--- src/rtl/turn_scheduler.sv ---
// rtl/turn_scheduler.sv - turn, timer and lives sequencer for a two-player artillery game
module turn_scheduler #(
  parameter int TURN_FRAMES = 600,
  parameter int LIVES       = 3
) (
  input  logic       Clk,
  input  logic       Reset,
  input  logic       frame_tick,
  input  logic [7:0] keycode,
  input  logic       shot_done,
  input  logic       hit,
  output logic [1:0] currentState,
  output logic       activePlayer,
  output logic       fire_start,
  output logic [9:0] turnTimer,
  output logic [1:0] lives0,
  output logic [1:0] lives1,
  output logic       winner
);

  localparam logic [7:0] KEY_ENTER    = 8'h28;
  localparam logic [7:0] KEY_SPACE    = 8'h2C;
  localparam logic [9:0] TIMER_RELOAD = 10'(TURN_FRAMES);
  localparam logic [1:0] LIVES_INIT   = 2'(LIVES);

  typedef enum logic [1:0] {
    SELECT = 2'd0,
    AIM    = 2'd1,
    FIRE   = 2'd2,
    OVER   = 2'd3
  } phaseT;

  phaseT      state, stateNext;
  logic [7:0] prevKey;
  logic       playerNext, fireNext, winnerNext;
  logic [9:0] timerNext;
  logic [1:0] lives0Next, lives1Next;
  logic       keyPress, enterPress, spacePress;
  logic [1:0] oppLives, oppLivesDec;

  // Only the 0x00 -> non-zero transition acts, so a held key fires once.
  assign keyPress    = (prevKey == 8'h00) && (keycode != 8'h00);
  assign enterPress  = keyPress && (keycode == KEY_ENTER);
  assign spacePress  = keyPress && (keycode == KEY_SPACE);
  assign oppLives    = activePlayer ? lives0 : lives1;
  assign oppLivesDec = (oppLives == 2'd0) ? 2'd0 : oppLives - 2'd1;

  always_ff @(posedge Clk or posedge Reset) begin
    if (Reset) begin
      state        <= SELECT;
      prevKey      <= 8'h00;
      activePlayer <= 1'b0;
      fire_start   <= 1'b0;
      turnTimer    <= 10'd0;
      lives0       <= LIVES_INIT;
      lives1       <= LIVES_INIT;
      winner       <= 1'b0;
    end else begin
      state        <= stateNext;
      prevKey      <= keycode;
      activePlayer <= playerNext;
      fire_start   <= fireNext;
      turnTimer    <= timerNext;
      lives0       <= lives0Next;
      lives1       <= lives1Next;
      winner       <= winnerNext;
    end
  end

  always_comb begin
    stateNext  = state;
    playerNext = activePlayer;
    fireNext   = 1'b0;
    timerNext  = turnTimer;
    lives0Next = lives0;
    lives1Next = lives1;
    winnerNext = winner;
    case (state)
      SELECT: begin
        if (enterPress) begin
          stateNext  = AIM;
          playerNext = 1'b0;
          timerNext  = TIMER_RELOAD;
          lives0Next = LIVES_INIT;
          lives1Next = LIVES_INIT;
        end
      end
      AIM: begin
        // Firing wins over a timeout landing on the same cycle.
        if (spacePress) begin
          stateNext = FIRE;
          fireNext  = 1'b1;
        end else if (frame_tick) begin
          if (turnTimer == 10'd1) begin
            playerNext = ~activePlayer;
            timerNext  = TIMER_RELOAD;
          end else begin
            timerNext = turnTimer - 10'd1;
          end
        end
      end
      FIRE: begin
        if (shot_done) begin
          if (hit) begin
            if (activePlayer) lives0Next = oppLivesDec;
            else              lives1Next = oppLivesDec;
          end
          if (hit && oppLivesDec == 2'd0) begin
            stateNext  = OVER;
            winnerNext = activePlayer;
          end else begin
            stateNext  = AIM;
            playerNext = ~activePlayer;
            timerNext  = TIMER_RELOAD;
          end
        end
      end
      OVER: begin
        if (enterPress) stateNext = SELECT;
      end
      default: stateNext = SELECT;
    endcase
  end

  assign currentState = state;

endmodule

--- config.mk ---
export PLATFORM = sky130hd
export DESIGN_NAME = turn_scheduler
export DESIGN_NICKNAME = d
export VERILOG_FILES = /design/src/rtl/turn_scheduler.sv
export SDC_FILE = /design/constraint.sdc
export NUM_CORES = 1
export LEC_CHECK = 0
export CORE_MARGIN = 2
export CORE_UTILIZATION = 55
export CTS_BUF_LIST = sky130_fd_sc_hd__clkbuf_8
export CTS_CLUSTER_SIZE = 24
export DETAILED_ROUTE_END_ITERATION = 8
export GPL_TIMING_DRIVEN = 0
export PLACE_DENSITY = 0.85
export SYNTH_ARGS = -nofsm -noshare
export SYNTH_HDL_FRONTEND = slang
export SYNTH_SLANG_ARGS = --single-unit
export TNS_END_PERCENT = 50
--- constraint.sdc ---
create_clock -name Clk -period 4.45 [get_ports Clk]
set_input_delay 0.89 -clock Clk [delete_from_list [all_inputs] [get_ports Clk]]
set_output_delay 0.89 -clock Clk [all_outputs]
set_load 0.05 [all_outputs]
# Yosys cells after proc, flatten, opt, wreduce, memory -nomap -nowiden
# Index checks and enable logic that the tools add are counted.
# totals
register_bits	27
latchBits	0
ram_bits	0
rom_bits	0
memories	0
# classes
n_addsub	2
multipliers	0
n_div	0
n_lt_le_gt_ge	0
eq_ne	17
shifts	0
mux	33
bitwise_logic	1
n_reduce_logical	17
# op_table
cell	count
10-bit two-way mux	6
10-bit one-hot mux with 3 select lines	1
2-bit two-way mux	14
2-bit inequality test, second input constant	11
8-bit by 6-bit == test with 1-bit output, second input constant	2
10-bit by 1-bit == test with 1-bit output, second input constant	1
5-bit AND reduction	2
10-bit by 1-bit subtractor with 10-bit output, second input constant	1
8-bit zero test	1
1-bit two-way mux	8
2-bit one-hot mux with 2 select lines	2
2-bit one-hot mux with 4 select lines	1
8-bit nonzero test	1
7-bit AND reduction	1
2-bit zero test	3
6-bit AND reduction	1
2-bit == test, second input constant	2
1-bit logical AND	4
4-bit AND reduction	1
1-bit one-hot mux with 3 select lines	1
3-bit AND reduction	1
3-bit nonzero test	1
2-bit by 1-bit == test with 1-bit output, second input constant	1
2-bit nonzero test	1
2 further kinds	2

# Depth between registers and ports, before layout
# Gate-level depths: netlist (run 1).
# logic_depth
depth_word	8
depth_mapped	8
ltp_nobuf	7

# Least setup slack after synthesis (run 1)
# OpenSTA, ideal clock, no wires.
# synth_path
path_kind	register -> register
startpoint	reg state[0], in the netlist currentState[0]
endpoint	reg turnTimer[7]
setup_ps	101
t_arrival_ps	2530
required_ps	4349
path_slack_ps	1819
stages_incl_launch_ff	9
path_cell_list	dfrtp_1 inv_1 ha_1 clkbuf_1 nor2b_1 a311oi_1 nand3_2 or2_4 o311ai_2
# synth_via
elab_chain_cells	3
word_cells_on_any_way	11
# synth_rtl
element	line_no	text
start, declared	33	phaseT state, stateNext;
start signal, assigned	59	state <= stateNext;
2-bit == test, or another cell as far along	78	case (state)
2-bit inequality test (no source line) or 3-bit nonzero test (tied branches)	n/a	
6-bit AND reduction (no source line)	n/a	
end signal, assigned	63	turnTimer <= timerNext;
end, declared	15	output logic [9:0] turnTimer,
# Parallel ways exist; a longest one is shown, timed or not.
# A chain may end at the register's enable or synchronous reset.

# Worst setup path after layout (run 1)
# layout_path
startpoint	in keycode[1]
endpoint	reg turnTimer[7]
# layout_via
elab_chain_cells	5
word_cells_on_any_way	9
# layout_rtl
element	line_no	text
start, declared	9	input logic [7:0] keycode,
8-bit nonzero test	42	assign keyPress = (prevKey == 8'h00) && (keycode != 8'h00);
1-bit logical AND	42	
1-bit logical AND, on equally long branches	44, 43	
2-bit inequality test (no source line)	n/a	
6-bit AND reduction (no source line) *	n/a	
# Every way passes the cells marked *; elsewhere a longest branch is shown, timed or not.

==> metrics, run 1 <==
clk_lat worst skew 280 ps; max_slew headroom 30.9%; initial antenna violation count 0; Setup crit end kind flop; share of synthesized registers carrying an async set or reset 100%; CP max stage cell o41ai_4; commonest cells after routing, fill and taps aside clkdlybuf4s50_1, dfrtp_1, o21ai_0; remaining antenna violation count 0; crit path DAT 3220 ps; drt drc 0; layout cells sized above 1 11.2%; Worst Hold Class flop to flop; die width 56.2 µm; most common cell after layout, fill and taps aside clkdlybuf4s50_1; total power 0.00125 W; Crit Path Class primary input to flop; Fill cells 195; CP max FO 8; WP buf/inv 1; register area share after synthesis 45.4%; Yosys reg bits 27; Mapped Area 1500 µm²; Syn Area/Cell 9.81 µm²; Hold Crit Depth 1; global placement routability congestion 0.885; crit path cell chain clkdlybuf4s50_1, or4_4, o41ai_4, nand3_2, or2_4, o311ai_2; YS warnings 0; clock sinks 27; Reg2Reg Depth 8; initial core utilization 59.5%; Die ar. 3160 µm²; Worst Setup SP keycode[1]; Mapped Nets 173; post-cts sizing count 0; number of H-tree levels 1; Setup Viol. Count Final 0; CTS root buffer clkbuf_8; RSZ-0062 raised after global routing no; area grow syn2layout 26.5%; Antenna diodes 0; # Post-CTS Setup Buffers 0; DR iter-0 viols 53; Wirelength per Cell 17.2 µm; Post-DP HPWL 2740 µm; endpoints failing hold 0; peak supply drop 495 µV; NumNets Final 209; Reg2Reg Setup Slack 1730 ps; CTS Buf Count 3; Tmin final 3040 ps; GR Overflow Total 0; CP max stage delay 550 ps; Crit path depth 6; CP Launch Type primary input; Post-CTS Hold Fix Bufs 0; Yosys cell types 44; Pwr Density 658 nW/µm²; post-synthesis cell count 153; Worst Hold Launch winner; critical path required time 4640 ps; Slew @ Worst Pin 1040 ps; Die Ht 56.2 µm; io pins 32; setup tns final 0 ps; Vias 1369; pin count of the biggest net entering global routing 28; R2R Path Start currentState[0]; CTS Buffer Depth 2; port bufs 31; Leak 0.746 nW; CTS tree yes; achievable frequency 0.329 GHz; final wirelength 3750 µm; Max-Cap Viols 0; Clock transition at path regs 110 ps; Core ar. 2520 µm²; GRT Total Usage 25.5%; Synth Flop Type dfrtp_1; fin. max-slew vios 0; first-pass GRT wire length 6490 µm; status finished, final reports clean; vias in the first global route 1369; fin crit share 68.2%; CP top delay family simple AND/OR/NAND/NOR gates; EDFF count, synth 0; Fin Clk Skew 11.0 ps; FP Rows 18; Vias/cell 6.28; Initial DRT Pass Iterations 4
worst register-to-register path, stage by stage (launching register included):
cell,delay (ps)
dfrtp_1,470
inv_1,130
ha_1,210
clkbuf_1,200
nor2b_1,220
a311oi_1,570
nand3_2,250
or2_4,300
o311ai_2,280
state kept, by name, indices dropped and copies added, names as in the netlist:
| name | cells |
|---|---|
| turnTimer | 10 |
| lives1 | 2 |
| fire_start | 1 |
| prevKey | 8 |
| activePlayer | 1 |
| currentState | 2 |
| winner | 1 |
| lives0 | 2 |
report_power, final:
group	switching (W)	internal, W	total (W)
Combinational	0.000470	0.000241	0.000711
Clock	0.0000844	0.0000659	0.000150
Sequential	0.0000760	0.000312	0.000388
metal layers:
metal,wire [µm],vias up,share of wire [%],GRT usage (%)
li1,-,639,-,-
met1,1550,651,41,32.8
met2,1920,66,51,43.4
met3,211,13,5.6,4.19
met4,79,0,2.1,8.84
met5,0,-,0,0
cell usage after synthesis, types with 2 or more instances:
cell type / instances / area [µm²]
or4_4: 2 / 22.5
nor4_1: 2 / 12.5
dfrtp_1: 23 / 576
nor2b_1: 2 / 12.5
or4_1: 2 / 15.0
dfstp_2: 4 / 105
nand3_1: 4 / 20.0
nor2_1: 13 / 48.8
or3_1: 6 / 37.5
ha_1: 7 / 87.6
nand2_1: 12 / 45.0
clkbuf_1: 2 / 7.51
o41ai_1: 2 / 17.5
o21ai_1: 3 / 15.0
a31oi_1: 3 / 18.8
a21oi_1: 10 / 50.1
o31ai_1: 2 / 15.0
mux2_2: 3 / 33.8
o21ai_0: 14 / 70.1
inv_1: 9 / 33.8
nor3_1: 5 / 25.0
through the flow:
| step | hold slack, ps | area, µm² | instances | utilization, % | worst slack [ps] |
|---|---|---|---|---|---|
| finish | 528 | 1900 | 218 | 75.2 | 1410 |
| global route | 550 | 1900 | 218 | 75.2 | 1320 |
| CTS | 533 | 1900 | 218 | 75.2 | 1410 |
| detailed placement | 511 | 1850 | 214 | 73.3 | 1130 |
| global placement | 489 | 1850 | 214 | 73.3 | 1190 |
| floorplan | 591 | 1500 | 153 | - | 1820 |
final timing paths:
path / end
setup / recovery: turnTimer[7]
min in group asynchronous: turnTimer[5]
setup reg to reg: turnTimer[7]
hold reg to reg: winner
hold / removal: winner
max in group asynchronous: activePlayer
layout make-up:
class | count | area [µm²] | area share [%]
buffer | 2 | 7.51 | 0.396
clock buffer | 3 | 41.3 | 2.18
clock inverter | 1 | 8.76 | 0.461
inverter | 9 | 33.8 | 1.78
multi-input combinational | 115 | 778 | 41.0
sequential | 27 | 681 | 35.9
tap | 30 | 37.5 | 1.98
timing repair buffer | 31 | 310 | 16.3
logic make-up (layout without fill, tap and decap cells):
kind of cell	Yosys count	count (layout)	share of synthesized area, %
fa+ha+maj	7	7	5.84
mux	4	4	2.92
flops	27	27	45.4
buf+inv	11	46	2.75
compound gates	47	47	22.1
simple gates	57	57	21.0
No activity file was read; power rests on OpenSTA's default activity.
==> inputs of run 2 (changes only) <==
--- a/config.mk
+++ b/config.mk
@@ -6,12 +6,12 @@
 export NUM_CORES = 1
 export LEC_CHECK = 0
 export CORE_MARGIN = 2
-export CORE_UTILIZATION = 55
+export CORE_UTILIZATION = 47
 export CTS_BUF_LIST = sky130_fd_sc_hd__clkbuf_8
 export CTS_CLUSTER_SIZE = 24
 export DETAILED_ROUTE_END_ITERATION = 8
 export GPL_TIMING_DRIVEN = 0
-export PLACE_DENSITY = 0.85
+export PLACE_DENSITY = 0.78
 export SYNTH_ARGS = -nofsm -noshare
 export SYNTH_HDL_FRONTEND = slang
 export SYNTH_SLANG_ARGS = --single-unit
==> constraint.sdc (replaced) <==
create_clock -name Clk -period 2.4 [get_ports Clk]
set_input_delay 0.48 -clock Clk [delete_from_list [all_inputs] [get_ports Clk]]
set_output_delay 0.48 -clock Clk [all_outputs]
set_load 0.05 [all_outputs]
==> run 2 against run 1 <==
  * Setup slack worse by 1300 ps
  * Die area is 16% higher
  * Largest power group unchanged
  * Critical path type unchanged
  * Combinational power is 100% higher
  * Via count is 1.1% lower
  * Utilization is 9.3 points lower
  * Largest cell class unchanged
  * Clock-buffer cell count stayed put
  * Sequential share of layout area is 2.0 points lower
==> metrics, run 2 (same netlist as run 1, synthesis figures left out) <==
status finished, final reports clean; Leak 0.812 nW; first-pass GRT wire length 5500 µm; CTS Buffer Depth 2; dpl ws -449 ps; Initial DRT Pass Iterations 4; Register Area 682 µm²; endpoints failing hold 0; GRT Total Usage 20.0%; CP max stage delay 500 ps; Setup crit end kind flop; vias in the first global route 1194; initial antenna violation count 0; Die Ht 60.5 µm; DRT met1 WL 1680 µm; Placed Instances 228; CTS Buf Count 3; io pins 32; GR Overflow Total 0; Tmin final 2320 ps; Pwr Density 1200 nW/µm²; pin count of the biggest net entering global routing 28; CTS root buffer clkbuf_8; clk_lat worst skew 270 ps; WP buf/inv 1; commonest cells after routing, fill and taps aside clkdlybuf4s50_1, dfrtp_1, o21ai_0; DR iter-0 viols 66; peak supply drop 671 µV; Vias 1354; CP max stage cell or4b_4; achievable frequency 0.430 GHz; CP top delay family compound AO/OA/AOI/OAI gates; Max-Cap Viols 0; Top Metal Used met4; Antenna diodes 0; Post-DP HPWL 2560 µm; Hold Crit Depth 1; Fill cells 246; clock sinks 27; met2 WL post-DR 1600 µm; fin crit share 96.8%; NumNets Final 217; remaining antenna violation count 0; Clock transition at path regs 90 ps; WL met3 172 µm; Slew @ Worst Pin 1020 ps; max reg flops 10; Most flops, register turnTimer; Worst Hold Class primary input to flop; initial core utilization 49.1%; critical path required time 2530 ps; Crit path depth 6; crit path DAT 2460 ps; global placement routability congestion 0.890; CP max FO 5; fin. max-slew vios 0; final wirelength 3510 µm; largest registers turnTimer: 10 flops, prevKey: 8 flops; final non-filler cell total 240; die width 60.5 µm; most common cell after layout, fill and taps aside clkdlybuf4s50_1; Final WS setup 76.4 ps; area grow syn2layout 34.2%; Wirelength per Cell 14.6 µm; Fin Clk Skew 2.16 ps; drt drc 0; max_slew headroom 32.2%; Core ar. 3050 µm²; crit path cell chain clkdlybuf4s50_1, or4b_4, o41a_1, o211a_1, a21oi_1, a41oi_1; Post-CTS Hold Fix Bufs 0; Setup Viol. Count Final 0; area occupied by multi-input gates 812 µm²; setup tns final 0 ps; Vias/cell 5.64; number of H-tree levels 1; Die ar. 3660 µm²; FP Rows 20; CP Launch Type primary input; Reg2Reg Depth 7; Crit Path Class primary input to flop; layout cells sized above 1 16.3%; port bufs 31; CTS tree yes
run 2: per-layer routing:
metal  up-vias  global-route usage (%)
li1        660                       -
met1       642                    29.5
met2        45                    30.6
met3         7                    2.35
met4         0                    7.45
met5         -                       0
run 2: final cells by class:
type | instances | share of cell area [%]
multi-input cells | 115 | 40.3
inverters | 9 | 1.68
clock inverters | 1 | 0.186
plain buffers | 1 | 0.186
clock buffers | 3 | 2.05
repair buffers | 40 | 19.0
flip-flops and latches | 27 | 33.9
well taps | 44 | 2.73
run 2: worst paths after layout:
path / from / to / slack [ps]
setup / recovery: keycode[4] / turnTimer[4] / 80
hold / removal: keycode[1] / prevKey[1] / 350
setup reg to reg: currentState[0] / turnTimer[7] / 130
hold reg to reg: winner / winner / 520
max in group asynchronous: Reset / currentState[0] / 950
min in group asynchronous: Reset / turnTimer[7] / 760
run 2: stage by stage:
step	power, W	hold WS (ps)	util (%)	instance area, µm²
after global routing	0.00257	354	65.9	2010
final	0.00242	355	65.9	2010
after floorplan	0.00163	511	-	1510
after global placement	0.00199	493	61.4	1870
after CTS	0.00238	502	64.9	1980
after detailed placement	0.00203	505	61.4	1870
run 2: what timing repair did:
item                       4_1_cts  5_1_grt
setup buffers                    5        4
pin swaps                        5        4
setup endpoints to repair        8        3
cloned                           0        0
gates resized for setup          5        2
run 2: power by group:
part	internal [W]	total (W)	switching [W]
combinational	0.000548	0.00145	0.000900
sequential	0.000581	0.000713	0.000132
clock	0.000115	0.000256	0.000142
total	0.00124	0.00242	0.00117
run 2: worst register-to-register path, cell delays in order, from the launching register on:
cell and delay [ps]:
dfrtp_2 420, inv_1 90, ha_1 330, nor2b_1 240
a311oi_4 370, nand3_2 190, or2_4 290, o311ai_2 240
==> inputs of run 3 (changes only) <==
--- a/config.mk
+++ b/config.mk
@@ -11,7 +11,10 @@
 export CTS_CLUSTER_SIZE = 24
 export DETAILED_ROUTE_END_ITERATION = 8
 export GPL_TIMING_DRIVEN = 0
+export MAX_ROUTING_LAYER = met4
 export PLACE_DENSITY = 0.78
+export SETUP_SLACK_MARGIN = 0.2
+export SKIP_LAST_GASP = 1
 export SYNTH_ARGS = -nofsm -noshare
 export SYNTH_HDL_FRONTEND = slang
 export SYNTH_SLANG_ARGS = --single-unit
==> run 3 against run 2 <==
  * Highest routed layer unchanged
  * Non-clock buffer count up 4
  * Sequential share of layout area down 1.8 points
  * Setup slack better by 130 ps
  * Sequential power down 0.7%
  * Fmax up 5.8%
  * Flip-flop and latch count unchanged
  * Critical endpoint is now turnTimer[5]
  * First-iteration DRC count up 110%
  * Design area up 6.0%
  * Die area unchanged
==> metrics, run 3 (same netlist as run 1, synthesis figures left out) <==
WHS 414 ps; clock power share 10.7%; area occupied by multi-input gates 898 µm²; crit path cell chain dlygate4sd2_1, or4_4, o41a_1, nand3_4, buf_4, o21ai_0, a22o_1; Initial DRT Pass Iterations 4; clk_lat worst skew 280 ps; io pins 32; Worst Setup SP keycode[1]; area grow syn2layout 42.2%; number of H-tree levels 1; peak supply drop 706 µV; Sequential Power Share 27.7%; R2R Path Start prevKey[4]; Fin Clk Skew 5.46 ps; Global Route met1 Usage 31.2%; WP buf/inv 2; Clock transition at path regs 100 ps; Post-CTS Hold Fix Bufs 0; CP Launch Type primary input; Fill cells 259; Register Area 683 µm²; CTS Buf Count 3; Reg2Reg Depth 6; Die ar. 3660 µm²; global placement routability congestion 0.916; largest registers turnTimer: 10 flops, prevKey: 8 flops; Post-DP HPWL 2560 µm; initial core utilization 49.1%; vias in the first global route 1360; GRT busiest layer met2; Reg2Reg Setup Slack 210 ps; crit path DAT 2370 ps; Most flops, register turnTimer; RSZ-0062 raised after global routing yes; Tmin final 2200 ps; most common cell after layout, fill and taps aside clkdlybuf4s50_1; pin count of the biggest net entering global routing 28; fin crit share 91.5%; first-pass GRT wire length 6450 µm; DR iter-0 viols 141; Final Cell Area 2130 µm²; endpoints failing hold 0; NumNets Final 221; CTS root buffer clkbuf_8; CTS Buffer Depth 2; Vias 1372; Slew @ Worst Pin 1020 ps; CP max stage delay 560 ps; Comb power frac 61.6%; initial antenna violation count 0; Worst R2R End turnTimer[5]; fin. max-slew vios 0; CP max stage cell o41a_1; status finished, final reports clean; placed cell area 1880 µm²; remaining antenna violation count 0; GR Util met3 2.99%; Int Pwr 0.00129 W; Setup Viol. Count Final 0; CP max FO 4; Pwr Density 1200 nW/µm²; Die Ht 60.5 µm; drt drc 0; Core ar. 3050 µm²; max reg flops 10; max_slew headroom 31.8%; Worst Hold Class primary input to flop; achievable frequency 0.455 GHz; GR Overflow Total 0; Wirelength per Cell 15.9 µm; Crit path depth 7; clock sinks 27; CP top delay family compound AO/OA/AOI/OAI gates; final wirelength 3870 µm; Setup crit end kind flop; post-route core utilization 69.9%; die width 60.5 µm; GRT Total Usage 24.0%; Sw Ratio 49.6%; crit path capture turnTimer[5]; CTS tree yes; final non-filler cell total 244; total power 0.00255 W; Max-Cap Viols 0; commonest cells after routing, fill and taps aside clkdlybuf4s50_1, dfrtp_1, o21ai_0; met2 usage 39.6%; layout cells sized above 1 24.0%; Switch Pwr 0.00126 W; Crit Path Class primary input to flop; Vias/cell 5.62; port bufs 31; FP Rows 20; Antenna diodes 0; Placed Instances 228; critical path required time 2580 ps; Leak 0.825 nW
run 3: changes by cell type in the layout (fill, tap and decap cells not counted), sizes merged:
cell / before / now
inv: 10 / 9
clkinvlp: 0 / 1
dlymetal6s2s: 2 / 1
buf: 9 / 12
dlygate4sd2: 1 / 4
clkdlybuf4s50: 28 / 26
clkbuf: 4 / 5
run 3: through the flow:
step	worst slack [ps]	setup TNS [ps]
final	205	0
after global routing	146	0
after detailed placement	-484	-4360
after global placement	-472	-3720
after floorplan	208	0
after CTS	234	0
run 3: what timing repair did:
action / in CTS / in global routing
hold endpoints to repair: 0 / 0
setup buffers: 10 / 2
gates resized for setup: 15 / 9
endpoints found under the setup margin: 13 / 10
pin swaps: 9 / 9
run 3: final cells by class:
type                    count  area share, %
multi-input cells         115           42.1
flip-flops and latches     27           32.0
repair buffers             43           19.0
well taps                  44           2.58
clock buffers               3           1.94
inverters                   9           1.58
plain buffers               2          0.411
clock inverters             1          0.352
run 3: worst min-delay path by stage:
stage               startpoint         end  slack [ps]  depth (start not counted)
global route        keycode[3]  prevKey[3]         410                          1
detailed placement      winner      winner         490                          1
floorplan           keycode[0]  prevKey[0]         510                          0
global placement        winner      winner         490                          1
CTS                 keycode[1]  prevKey[1]         450                          1
finish              keycode[3]  prevKey[3]         410                          1
run 3: layer usage:
layer / share of wire (%) / vias up
met1: 46 / 674
li1: - / 664
met3: 2.4 / 4
met5: 0 / -
met2: 51 / 30
met4: 0.62 / 0
run 3: power by group through the flow:
stage               Sequential [W]  Combinational (W)  Clock, W
global placement          0.000719            0.00129         0
CTS                       0.000702            0.00150  0.000267
detailed placement        0.000726            0.00131         0
floorplan                  0.00104           0.000599         0
global route              0.000727            0.00169  0.000294
finish                    0.000708            0.00157  0.000272
